==> src/rtl/dma_desc_fetch_mc.sv <==
// Multi-channel descriptor fetch engine: channels share one AVMM burst-read master,
// granted round-robin per descriptor; owned descriptors are pushed to per-channel FIFOs.
module dma_desc_fetch_mc #(
  parameter int NUM_CH       = 2,
  parameter int DATA_W       = 32,
  parameter int ADDR_W       = 32,
  parameter int DESC_WORDS   = 8,
  parameter int NEXT_PTR_IDX = 4,
  parameter int OWN_BIT      = 31,
  localparam int CH_W        = (NUM_CH > 1) ? $clog2(NUM_CH) : 1
) (
  input  logic                           clk,
  input  logic                           reset,
  input  logic [NUM_CH*32-1:0]           csr_control_i,
  input  logic [NUM_CH*ADDR_W-1:0]       csr_first_pointer_i,
  output logic                           dma_desc_fetch_read_o,
  output logic [3:0]                     dma_desc_fetch_bcount_o,
  output logic [ADDR_W-1:0]              dma_desc_fetch_addr_o,
  input  logic                           dma_desc_fetch_waitrequest_i,
  input  logic [DATA_W-1:0]              dma_desc_fetch_rddata_i,
  input  logic                           dma_desc_fetch_readdatavalid_i,
  output logic [NUM_CH-1:0]              dma_desc_fifo_wr_o,
  output logic [DESC_WORDS*DATA_W-1:0]   dma_desc_fifo_wrdata_o,
  input  logic [NUM_CH-1:0]              dma_desc_fifo_full_i,
  output logic [NUM_CH-1:0]              dma_desc_fetch_busy_o,
  output logic [CH_W-1:0]                dma_desc_fetch_chan_o
);

  localparam int CNT_W = $clog2(DESC_WORDS + 1);
  localparam int DW    = DESC_WORDS * DATA_W;

  typedef enum logic [2:0] {IDLE, SEND_READ, WAIT_DATA, CHECK, FIFO_WAIT} state_t;

  state_t              state_q, state_d;
  logic                read_q, read_d;
  logic [ADDR_W-1:0]   addr_q, addr_d;
  logic [NUM_CH-1:0]   fifo_wr_q, fifo_wr_d;
  logic [DW-1:0]       words_q, words_d;
  logic [CH_W-1:0]     chan_q, chan_d;
  logic [CH_W-1:0]     last_q, last_d;
  logic [CNT_W-1:0]    cnt_q, cnt_d;
  logic [ADDR_W-1:0]   ptr_q [NUM_CH];
  logic [ADDR_W-1:0]   ptr_d [NUM_CH];
  logic [NUM_CH-1:0]   ptr_valid_q, ptr_valid_d;
  logic [NUM_CH-1:0]   done_q, done_d;
  logic [NUM_CH-1:0]   busy_q, busy_d;

  logic [NUM_CH-1:0]   run, park, elig;
  logic [CH_W-1:0]     grant, cand;
  logic                grant_found;
  logic                owned;
  logic [ADDR_W-1:0]   next_ptr;
  logic                unused_ctl;

  assign unused_ctl = ^csr_control_i;

  always_comb begin
    for (int c = 0; c < NUM_CH; c++) begin
      run[c]  = csr_control_i[32*c + 5];
      park[c] = csr_control_i[32*c + 17];
    end
    elig = run & ~done_q & ~dma_desc_fifo_full_i;
  end

  // Round-robin search begins just after the last granted channel and wraps.
  always_comb begin
    grant       = '0;
    cand        = '0;
    grant_found = 1'b0;
    for (int i = 1; i <= NUM_CH; i++) begin
      cand = CH_W'((int'(last_q) + i) % NUM_CH);
      if (!grant_found && elig[cand]) begin
        grant_found = 1'b1;
        grant       = cand;
      end
    end
  end

  assign owned    = words_q[(DESC_WORDS-1)*DATA_W + OWN_BIT];
  assign next_ptr = words_q[NEXT_PTR_IDX*DATA_W +: ADDR_W];

  always_comb begin
    state_d     = state_q;
    read_d      = read_q;
    addr_d      = addr_q;
    fifo_wr_d   = '0;
    words_d     = words_q;
    chan_d      = chan_q;
    last_d      = last_q;
    cnt_d       = cnt_q;
    ptr_d       = ptr_q;
    ptr_valid_d = ptr_valid_q;
    done_d      = done_q;

    for (int c = 0; c < NUM_CH; c++) begin
      if (!run[c]) begin
        ptr_valid_d[c] = 1'b0;
        done_d[c]      = 1'b0;
      end
    end

    case (state_q)
      IDLE: begin
        if (grant_found) begin
          chan_d = grant;
          last_d = grant;
          if (!ptr_valid_q[grant]) begin
            ptr_d[grant]       = csr_first_pointer_i[grant*ADDR_W +: ADDR_W];
            ptr_valid_d[grant] = 1'b1;
            addr_d             = csr_first_pointer_i[grant*ADDR_W +: ADDR_W];
          end else begin
            addr_d = ptr_q[grant];
          end
          read_d  = 1'b1;
          state_d = SEND_READ;
        end
      end
      SEND_READ: begin
        cnt_d = '0;
        if (dma_desc_fetch_readdatavalid_i) begin
          words_d[0 +: DATA_W] = dma_desc_fetch_rddata_i;
          cnt_d                = CNT_W'(1);
        end
        if (!dma_desc_fetch_waitrequest_i) begin
          read_d  = 1'b0;
          state_d = WAIT_DATA;
        end
      end
      WAIT_DATA: begin
        if (dma_desc_fetch_readdatavalid_i && (cnt_q < CNT_W'(DESC_WORDS))) begin
          words_d[int'(cnt_q)*DATA_W +: DATA_W] = dma_desc_fetch_rddata_i;
          cnt_d = cnt_q + CNT_W'(1);
        end
        if (cnt_d == CNT_W'(DESC_WORDS)) state_d = CHECK;
      end
      CHECK: begin
        state_d = IDLE;
        if (!run[chan_q]) begin
          state_d = IDLE;
        end else if (owned && !dma_desc_fifo_full_i[chan_q]) begin
          fifo_wr_d[chan_q] = 1'b1;
          ptr_d[chan_q]     = next_ptr;
        end else if (owned) begin
          state_d = FIFO_WAIT;
        end else if (park[chan_q]) begin
          ptr_valid_d[chan_q] = 1'b0;
        end else begin
          done_d[chan_q] = 1'b1;
        end
      end
      FIFO_WAIT: begin
        if (!run[chan_q]) begin
          state_d = IDLE;
        end else if (!dma_desc_fifo_full_i[chan_q]) begin
          fifo_wr_d[chan_q] = 1'b1;
          ptr_d[chan_q]     = next_ptr;
          state_d           = IDLE;
        end
      end
      default: state_d = IDLE;
    endcase

    busy_d = run & ~done_d;
  end

  always_ff @(posedge clk or posedge reset) begin
    if (reset) begin
      state_q     <= IDLE;
      read_q      <= 1'b0;
      addr_q      <= '0;
      fifo_wr_q   <= '0;
      words_q     <= '0;
      chan_q      <= '0;
      last_q      <= CH_W'(NUM_CH - 1);
      cnt_q       <= '0;
      for (int c = 0; c < NUM_CH; c++) ptr_q[c] <= '0;
      ptr_valid_q <= '0;
      done_q      <= '0;
      busy_q      <= '0;
    end else begin
      state_q     <= state_d;
      read_q      <= read_d;
      addr_q      <= addr_d;
      fifo_wr_q   <= fifo_wr_d;
      words_q     <= words_d;
      chan_q      <= chan_d;
      last_q      <= last_d;
      cnt_q       <= cnt_d;
      ptr_q       <= ptr_d;
      ptr_valid_q <= ptr_valid_d;
      done_q      <= done_d;
      busy_q      <= busy_d;
    end
  end

  assign dma_desc_fetch_read_o   = read_q;
  assign dma_desc_fetch_bcount_o = 4'(DESC_WORDS);
  assign dma_desc_fetch_addr_o   = addr_q;
  assign dma_desc_fifo_wr_o      = fifo_wr_q;
  assign dma_desc_fifo_wrdata_o  = words_q;
  assign dma_desc_fetch_busy_o   = busy_q;
  assign dma_desc_fetch_chan_o   = chan_q;

endmodule

==> config.mk <==
export PLATFORM = sky130hd
export DESIGN_NAME = dma_desc_fetch_mc
export DESIGN_NICKNAME = d
export VERILOG_FILES = /design/src/rtl/dma_desc_fetch_mc.sv
export SDC_FILE = /design/constraint.sdc
export NUM_CORES = 1
export LEC_CHECK = 0
export BUFFER_PORTS_ARGS = -buffer_cell sky130_fd_sc_hd__buf_4
export CORE_MARGIN = 8
export CORE_UTILIZATION = 45
export DETAILED_ROUTE_END_ITERATION = 16
export PLACE_DENSITY_LB_ADDON = 0.2
export RECOVER_POWER = 100
export SYNTH_ARGS = -nofsm -noshare
export SYNTH_HDL_FRONTEND = slang
export SYNTH_SLANG_ARGS = --single-unit
==> constraint.sdc <==
create_clock -name clk -period 19 [get_ports clk]
set_clock_uncertainty 0.15 [all_clocks]
set_input_delay 2.85 -clock clk [delete_from_list [all_inputs] [get_ports clk]]
set_output_delay 2.85 -clock clk [all_outputs]
set_load 0.01 [all_outputs]
==> impl_metrics.py, run 1 <==
metrics = {
    "run_status": {
        "violations": "max-capacitance violations, max-slew violations",
        "status": "complete, but fails checks",
    },
    "layout": {
        "nets": 1820,
        "fillers": 3381,
        "ff_latch_area_sq_mm": 0.009264,
        "syn_to_final_growth_pct": 20.26,
        "multiInputGateArea_sq_mm": 0.006785,
        "utilization": 0.5476,
        "drive_above_1_share": 0.2907,
    },
    "clock_tree": {
        "hold_buffers": 0,
        "cts_buffers": 41,
        "ctsResizeCount": 0,
        "ctsLongestPathBuffers": 3,
        "cts_tree": "yes",
        "clkSinkCount": 370,
        "clock_latency_ns": 0.54,
        "htree_levels": 2,
        "cts_setup_buffers": 0,
        "clk_pin_slew_worst_paths_ns": 0.06,
        "cts_root_buf": "clkbuf_16",
    },
    "global_routing": {
        "grt_overflow_total": 0,
        "grt_util_all_layers": 0.2360,
        "grt_pass1_wl_microns": 80080,
        "antenna_found_initial": 2,
        "grt_pass1_vias": 12602,
        "grt_max_degree": 90,
    },
    "yosys": {
        "syn_avg_cell_area_sq_um": 12.97,
        "yosysSeqAreaShare": 0.5582,
        "synth-main-ff-cell": "dfrtp_1",
        "mappedNetlistArea_sq_mm": 0.01659,
        "synth_seq_cells": 370,
        "synth_cell_type_count": 57,
        "netlist_instances": 1279,
        "synthArstFlopShare": 1.000,
        "synth_edf_count": 0,
        "yosys_warnings": 0,
    },
    "sta": {
        "hold_violations": 0,
        "fin_crit_sh": 0.4774,
        "min_period_ns": 9.070,
        "setup_viol": 0,
        "report.final.slew_viol_count": 748,
        "tns_ns": 0,
        "clock.fmax_mhz": 110.3,
        "slew_headroom": -1.971,
        "rsz0062_at_grt": "no",
        "worst_pin_slew_ns": 4.457,
    },
    "critical_path": {
        "arrival_ns": 8.51,
        "cp_max_fo": 89,
        "worstPathRequired_ns": 18.44,
        "cp-end-kind": "asynchronous set/reset pin",
        "startpoint_type": "primary input",
        "crit_type": "primary input to asynchronous set/reset pin",
    },
    "flow_run": {
        "drv_cap": 16,
    },
    "pwr": {
        "switching_share": 0.3400,
        "p_comb_frac": 0.299,
        "p_leak_nw": 9.317,
        "p_per_area_mw_per_mm2": 132.0,
        "p_switching_w": 0.0008951,
        "clock_power_share": 0.291,
        "pwr-share-seq": 0.409,
        "irDropWorstVdd_mv": 0.07618,
        "intPower_w": 0.001737,
    },
    "drt": {
        "postRouteAntennaNets": 0,
        "via_per_inst": 5.558,
        "vias": 11916,
        "routedWlPerCell_microns": 24.19,
        "drtIter0Drc": 661,
        "dr.pass1.iters": 5,
        "drc": 0,
        "routed_wl_microns": 51860,
    },
    "floorplanning": {
        "die_x_microns": 208.0,
        "start_util": 0.4553,
        "ioPinCount": 464,
        "num_rows": 70,
        "die_y_microns": 208.0,
        "core_area_sq_mm": 0.03643,
        "dieArea_sq_mm": 0.04327,
    },
    "placed_design": {
        "io_buffer_count": 399,
        "place_congestion": 0.8264,
        "hpwlAfterDp_microns": 35700,
    },
    "worst_hold_path": {
        "hold_class": "flip-flop to flip-flop",
    },
}
[area by class of cell]
type	count	share of cell area
sequential	370	0.4643
multi-input combinational	803	0.3401
timing repair buffer	422	0.1001
clock buffer	60	0.05902
tap	468	0.02935
clock inverter	7	0.004453
inverter	13	0.002509
antenna	1	0.0001254
[final timing paths]
check                                       startpoint                          end  slack, ns  cells after the start
max in group clk                     csr_control_i[37]                    ptr_q[40]      10.46                      8
max                                              reset  dma_desc_fifo_wrdata_o[251]       9.93                      3
min in group asynchronous                        reset                    ptr_q[28]       3.36                      2
min                        dma_desc_fifo_wrdata_o[122]  dma_desc_fifo_wrdata_o[122]       0.32                      2
max reg2reg                                  done_q[1]                    ptr_q[40]      12.58                      7
min reg2reg                dma_desc_fifo_wrdata_o[122]  dma_desc_fifo_wrdata_o[122]       0.32                      2
[flip-flops by register name (all words and copies together) (netlist names)]
name and flops:
last_q 1, dma_desc_fifo_wrdata_o 256, done_q 2, dma_desc_fetch_addr_o 32
dma_desc_fetch_read_o 1, state_q 3, dma_desc_fetch_chan_o 1, dma_desc_fifo_wr_o 2
ptr_valid_q 2, ptr_q 64, cnt_q 4, dma_desc_fetch_busy_o 2
[cell families after synthesis]
logic type	share of synthesized area
AND/OR/NAND/NOR	0.07557
other	0.0004527
multiplexers	0.2566
adder cells (fa/ha/maj)	0.002263
buffers and inverters	0.02798
flip-flops	0.5582
AO/OA/AOI/OAI	0.07738
XOR/XNOR	0.001584
[critical path, cell delays in order]
cell	delay (ns)
clkbuf_4	0.12
clkinvlp_2	2.19
clkbuf_1	3.26
[cells in the final DEF, fill, tap and decap left out, types with 4 or more instances in the layout]
| cell | count |
|---|---|
| nor2_1 | 48 |
| o21ai_0 | 41 |
| inv_1 | 12 |
| dfrtp_1 | 366 |
| nor2b_1 | 4 |
| nand2_1 | 72 |
| nand3_1 | 4 |
| clkinv_2 | 4 |
| o31ai_1 | 9 |
| a32o_1 | 64 |
| mux2i_1 | 36 |
| clkbuf_8 | 8 |
| clkbuf_1 | 323 |
| mux2_2 | 304 |
| nand2b_1 | 6 |
| mux2_1 | 32 |
| conb_1 | 4 |
| a21oi_1 | 47 |
| buf_4 | 108 |
| clkbuf_16 | 41 |
| nor3_1 | 10 |
| and2_1 | 64 |
| nor4_1 | 5 |
| a21o_1 | 4 |
[Yosys cell counts (10+ instances only)]
master | number | area (sq um)
mux2_4 | 30 | 450.4
dfrtp_1 | 369 | 9234
nor3_1 | 10 | 50.05
a21oi_1 | 47 | 235.2
nor2_1 | 51 | 191.4
and2_1 | 64 | 400.4
mux2i_1 | 36 | 360.4
buf_2 | 17 | 85.08
inv_1 | 13 | 48.80
a32o_1 | 64 | 640.6
clkbuf_1 | 57 | 214.0
buf_1 | 14 | 52.55
mux2_2 | 305 | 3435
nand2_1 | 72 | 270.3
o21ai_0 | 41 | 205.2
[per-layer routing]
layer / GRT usage / routed length, microns
met1: 0.3153 / 22970
met2: 0.3727 / 24100
met3: 0.06629 / 3709
met4: 0.06632 / 1081
met5: 0 / 0
[stage by stage]
stage | power (W) | cell area (sq um) | std cells | setup slack [ns] | hold WS, ns
after detailed placement | 0.001993 | 20020 | 2076 | 12.94 | 0.3183
after global placement | 0.001970 | 20020 | 2076 | 12.93 | 0.3126
after global routing | 0.002775 | 19950 | 2144 | 8.568 | 0.3491
final | 0.002632 | 19950 | 2144 | 9.930 | 0.3211
after floorplan | 0.001617 | 16600 | 1281 | 5.728 | 0.2972
after CTS | 0.002767 | 21280 | 2143 | 13.51 | 0.3314
[power by group through the flow]
stage,combinational (W),sequential (W),clock [W]
after floorplan,0.000525,0.00109,0
after global placement,0.000886,0.00108,0
after detailed placement,0.000902,0.00109,0
after CTS,0.000903,0.00108,0.000785
after global routing,0.000861,0.00110,0.000816
final,0.000788,0.00108,0.000766
Note: power is estimated with default switching activity, not from simulation.
==> run 2: changes to the inputs <==
clock period = 7.73 ns   (was 19 ns; I/O delays follow)
==> run 2 against run 1 <==
- the run still ends with max-capacitance violations, max-slew violations left
- sequential share of layout area shrank 0.69 points
- worst hold slack hardly changed
- count of clock-buffer cells in the layout grew 4
- routed wire length increased by 0.18%
- sequential cell count stayed put
- setup slack worse by 7.7 ns
- cell count grew 0.37%
- combinational power is 140% higher
==> impl_metrics.py, run 2 (synthesized netlist as in run 1, its figures left out) <==
metrics = {
    "critical_path": {
        "cp-end-kind": "flip-flop",
        "crit_type": "flip-flop to flip-flop",
        "r2r_slack_ns": 2.19,
        "startpoint_type": "flip-flop",
        "cp_max_fo": 48,
        "reg2regPathDepth": 9,
        "r2r_end": "dma_desc_fifo_wrdata_o[162]",
        "arrival_ns": 5.83,
        "worstReg2RegStart": "cnt_q[0]",
        "worstPathRequired_ns": 8.01,
    },
    "clock_tree": {
        "ctsResizeCount": 0,
        "clock_latency_ns": 0.55,
        "cts_tree": "yes",
        "ctsLongestPathBuffers": 3,
        "cts_setup_buffers": 0,
        "cts_root_buf": "clkbuf_16",
        "clk_pin_slew_worst_paths_ns": 0.06,
        "cts_buffers": 43,
        "htree_levels": 2,
        "hold_buffers": 0,
        "clkSinkCount": 370,
    },
    "floorplanning": {
        "ioPinCount": 464,
        "die_y_microns": 208.0,
        "num_rows": 70,
        "dieArea_sq_mm": 0.04327,
        "core_area_sq_mm": 0.03643,
        "die_x_microns": 208.0,
        "start_util": 0.4553,
    },
    "sta": {
        "fin_crit_sh": 0.7171,
        "hold_violations": 0,
        "setup_viol": 0,
        "layout_setup_ws_ns": 2.187,
        "clock.fmax_mhz": 180.4,
        "rsz0062_at_grt": "no",
        "min_period_ns": 5.543,
        "tns_ns": 0,
        "slew_headroom": -0.8792,
        "report.final.slew_viol_count": 321,
        "worst_pin_slew_ns": 2.819,
    },
    "pwr": {
        "p_per_area_mw_per_mm2": 331.8,
        "p_leak_nw": 9.475,
        "irDropWorstVdd_mv": 0.1836,
    },
    "global_routing": {
        "grt_pass1_wl_microns": 79540,
        "grt_overflow_total": 0,
        "grt_pass1_vias": 12711,
        "grt_util_all_layers": 0.2340,
        "grt_max_degree": 176,
        "antenna_found_initial": 2,
    },
    "drt": {
        "postRouteAntennaNets": 0,
        "routed_wl_microns": 51950,
        "vias": 11797,
        "drtIter0Drc": 600,
        "drc": 0,
        "via_per_inst": 5.482,
        "routedWlPerCell_microns": 24.14,
        "dr.pass1.iters": 5,
    },
    "worst_hold_path": {
        "hold_class": "flip-flop to flip-flop",
        "min_path_cells": 2,
        "min_from": "dma_desc_fifo_wrdata_o[107]",
        "hold_end": "dma_desc_fifo_wrdata_o[107]",
    },
    "layout": {
        "final_cell_mix": "dfrtp_1, clkbuf_1, mux2_2, buf_4, nand2_1",
        "fillers": 3343,
        "syn_to_final_growth_pct": 22.06,
        "nets": 1818,
        "largest_reg_flops": 256,
        "stdcell_area_sq_mm": 0.02025,
        "drive_above_1_share": 0.3048,
        "final_cells": 2152,
        "layout_commonest_cell": "dfrtp_1",
    },
    "placed_design": {
        "dp_slack_ns": 3.268,
        "io_buffer_count": 399,
        "hpwlAfterDp_microns": 35800,
        "place_congestion": 0.8261,
        "dp_cells": 2072,
        "placed_area_sq_mm": 0.02001,
    },
    "run_status": {
        "status": "complete, but fails checks",
        "violations": "max-capacitance violations, max-slew violations",
    },
    "flow_run": {
        "drv_cap": 8,
    },
}
run 2: cell types whose count changed in the layout (fill, tap and decap cells not counted), sizes merged:
cell,delta
bufinv,+2
inv,+1
clkinv,+4
buf,+6
clkbuf,-6
clkinvlp,+1
run 2: report_power, final:
| part | internal [W] | total [W] | switching (W) |
|---|---|---|---|
| Clock | 0.00132 | 0.00214 | 0.000820 |
| Sequential | 0.00235 | 0.00269 | 0.000335 |
| Combinational | 0.000796 | 0.00189 | 0.00109 |
run 2: how the worst max path moves through the flow:
stage / cells after the start / endpoint / start / slack (ns)
finish: 9 / dma_desc_fifo_wrdata_o[162] / cnt_q[0] / 2.19
global route: 9 / dma_desc_fifo_wrdata_o[175] / cnt_q[0] / 1.74
CTS: 7 / dma_desc_fifo_wrdata_o[150] / cnt_q[0] / 3.54
detailed placement: 8 / ptr_q[7] / dma_desc_fifo_full_i[1] / 3.27
global placement: 8 / ptr_q[6] / dma_desc_fifo_full_i[1] / 3.28
floorplan: 1 / cnt_q[0] / reset / 1.46
run 2: metrics by stage:
| step | total power [W] | hold slack, ns | utilization |
|---|---|---|---|
| floorplan | 0.003976 | 0.2972 | - |
| global placement | 0.004830 | 0.3125 | 0.5491 |
| detailed placement | 0.004892 | 0.3171 | 0.5491 |
| CTS | 0.007068 | 0.3299 | 0.5905 |
| global route | 0.007066 | 0.3494 | 0.5558 |
| finish | 0.006719 | 0.3213 | 0.5558 |
run 2: cell type report:
| type | instances | area (sq um) | share of cell area |
|---|---|---|---|
| diodes | 1 | 2.502 | 0.0001236 |
| clock buffers | 64 | 1328 | 0.06556 |
| clock inverters | 15 | 181.4 | 0.008959 |
| inverters | 13 | 50.05 | 0.002472 |
| multi-input cells | 803 | 6814 | 0.3365 |
| flip-flops and latches | 370 | 9263 | 0.4574 |
| well taps | 468 | 585.6 | 0.02892 |
| repair buffers | 418 | 2026 | 0.1000 |
run 2: worst max-delay path, cell delays in order (launching register included):
cell and delay (ns):
dfrtp_1 0.32, clkbuf_1 1.60, inv_1 0.27, ha_1 0.40
inv_1 0.09, a21oi_1 0.08, nand2b_1 0.19, nor3_2 0.20
clkbuf_1 1.62, mux2_2 0.46
run 2: per-layer routing:
layer,up-vias,wire length (microns),GRT usage
li1,5338,-,-
met1,6039,22870,0.3070
met2,347,24380,0.3790
met3,73,3457,0.05907
met4,0,1243,0.07073
met5,-,0,0
==> run 3: changes to the inputs <==
clock period = 4.8 ns   (was 7.73 ns; I/O delays follow)
==> run 3 against run 2 <==
- maximum frequency grew 36%
- global-route usage barely moved
- register-to-register slack got worse by 1.5 ns
- die area stayed put
- final area fell by 0.51%
- the run still ends with max-capacitance violations, max-slew violations left
- count of clock-buffer cells in the layout decreased by 5
- total power grew 58%
- largest cell class unchanged
==> impl_metrics.py, run 3 (synthesized netlist as in run 1, its figures left out) <==
metrics = {
    "run_status": {
        "status": "complete, but fails checks",
        "violations": "max-capacitance violations, max-slew violations",
    },
    "critical_path": {
        "crit_path_frequent_cell": "clkbuf_2",
        "crit_type": "flip-flop to flip-flop",
        "cp-end-kind": "flip-flop",
        "slowest_delay_ns": 1.01,
        "cp_slowest_cell": "clkbuf_2",
        "path_cells": "or3b_1 -> nor2_4 -> clkbuf_2 -> nor2_1 -> clkbuf_2 -> a32o_1 -> mux2_2",
        "arrival_ns": 4.35,
        "worstPathRequired_ns": 5.08,
        "startpoint_type": "flip-flop",
        "cp_max_fo": 66,
    },
    "floorplanning": {
        "start_util": 0.4553,
        "die_y_microns": 208.0,
        "die_x_microns": 208.0,
        "core_area_sq_mm": 0.03643,
        "dieArea_sq_mm": 0.04327,
        "ioPinCount": 464,
        "num_rows": 70,
    },
    "layout": {
        "nets": 1820,
        "final_cells": 2146,
        "fillers": 3370,
        "final_cell_mix": "dfrtp_1, clkbuf_1, mux2_2, buf_4, nand2_1",
        "syn_to_final_growth_pct": 21.43,
        "drive_above_1_share": 0.3027,
        "largest_reg_flops": 256,
        "layout_commonest_cell": "dfrtp_1",
        "antenna_cells": 0,
        "stdcell_area_sq_mm": 0.02015,
    },
    "global_routing": {
        "grt_overflow_total": 0,
        "antenna_found_initial": 3,
        "grt_use_met3": 0.06689,
        "grt_use_met1": 0.3059,
        "met2_usage": 0.3726,
        "grt_pass1_wl_microns": 79380,
        "grt.busiest_layer": "met2",
        "grt_max_degree": 134,
        "grt_pass1_vias": 12596,
        "grt_util_all_layers": 0.2337,
    },
    "placed_design": {
        "dp_cells": 2076,
        "placed_area_sq_mm": 0.02005,
        "hpwlAfterDp_microns": 36080,
        "place_congestion": 0.8274,
        "io_buffer_count": 399,
    },
    "clock_tree": {
        "hold_buffers": 0,
        "ctsLongestPathBuffers": 3,
        "ctsResizeCount": 0,
        "cts_setup_buffers": 0,
        "cts_root_buf": "clkbuf_16",
        "clkSinkCount": 370,
        "cts_buffers": 41,
        "htree_levels": 2,
        "clock_latency_ns": 0.55,
        "clk_pin_slew_worst_paths_ns": 0.06,
        "cts_tree": "yes",
    },
    "drt": {
        "drc": 0,
        "via_per_inst": 5.540,
        "dr.pass1.iters": 5,
        "routed_wl_microns": 51740,
        "drtIter0Drc": 619,
        "vias": 11888,
        "routedWlPerCell_microns": 24.11,
        "postRouteAntennaNets": 0,
    },
    "sta": {
        "worst_pin_slew_ns": 1.894,
        "clock.fmax_mhz": 245.6,
        "report.final.slew_viol_count": 307,
        "slew_headroom": -0.2629,
        "whs_ns": 0.1901,
        "min_period_ns": 4.072,
        "rsz0062_at_grt": "no",
        "hold_violations": 0,
        "setup_viol": 0,
        "fin_crit_sh": 0.8484,
    },
    "worst_hold_path": {
        "hold_class": "primary input to flip-flop",
    },
    "pwr": {
        "power_w": 0.01063,
        "p_per_area_mw_per_mm2": 527.4,
        "p_leak_nw": 9.438,
        "irDropWorstVdd_mv": 0.2929,
    },
    "flow_run": {
        "drv_cap": 7,
    },
}
## run 3: cell types whose count changed in the layout (fill, tap and decap cells not counted), sizes merged
cell,change
clkinv,-4
inv,-1
diode,-1
clkbuf,-1
bufinv,+1
## run 3: layout make-up
class | count | area [sq um] | area share
clock buffers | 59 | 1194 | 0.05925
well taps | 468 | 585.6 | 0.02907
clock inverters | 11 | 186.4 | 0.009254
multi-input cells | 803 | 6814 | 0.3382
repair buffers | 422 | 2053 | 0.1019
inverters | 13 | 50.05 | 0.002484
flip-flops and latches | 370 | 9263 | 0.4598
## run 3: layer usage
layer	vias to the layer above	routed length, microns
li1	5331	-
met4	2	1180
met3	66	4097
met5	-	11
met1	6098	22170
met2	391	24280
## run 3: worst paths after layout
check,startpoint,to,slack [ns],depth (start not counted)
setup / recovery,done_q[1],ptr_q[32],0.73,7
hold / removal,csr_control_i[17],ptr_valid_q[0],0.19,2
setup reg to reg,done_q[1],ptr_q[32],0.73,7
hold reg to reg,dma_desc_fifo_wrdata_o[122],dma_desc_fifo_wrdata_o[122],0.32,2
max in group asynchronous,reset,dma_desc_fifo_wrdata_o[8],1.45,3
min in group asynchronous,reset,dma_desc_fetch_addr_o[23],0.40,2
## run 3: power breakdown
part           internal, W  total (W)  switching (W)
Sequential         0.00379    0.00428       0.000490
Combinational      0.00129    0.00309        0.00181
Clock              0.00199    0.00325        0.00126
## run 3: through the flow
step                      worst slack (ns)  setup TNS [ns]    util
after CTS                            1.180               0  0.5882
after floorplan                     -1.035         -382.04       -
after detailed placement             1.191               0  0.5503
final                               0.7277               0  0.5529
after global routing                0.5177               0  0.5529
after global placement               1.233               0  0.5503
## run 3: critical path, delay by kind of cell (launching register included)
family,cells,cell delay [ns]
flip-flops,1,0.40
AO/OA/AOI/OAI,1,0.33
multiplexers,1,0.26
buffers and inverters,2,1.52
AND/OR/NAND/NOR,3,1.22
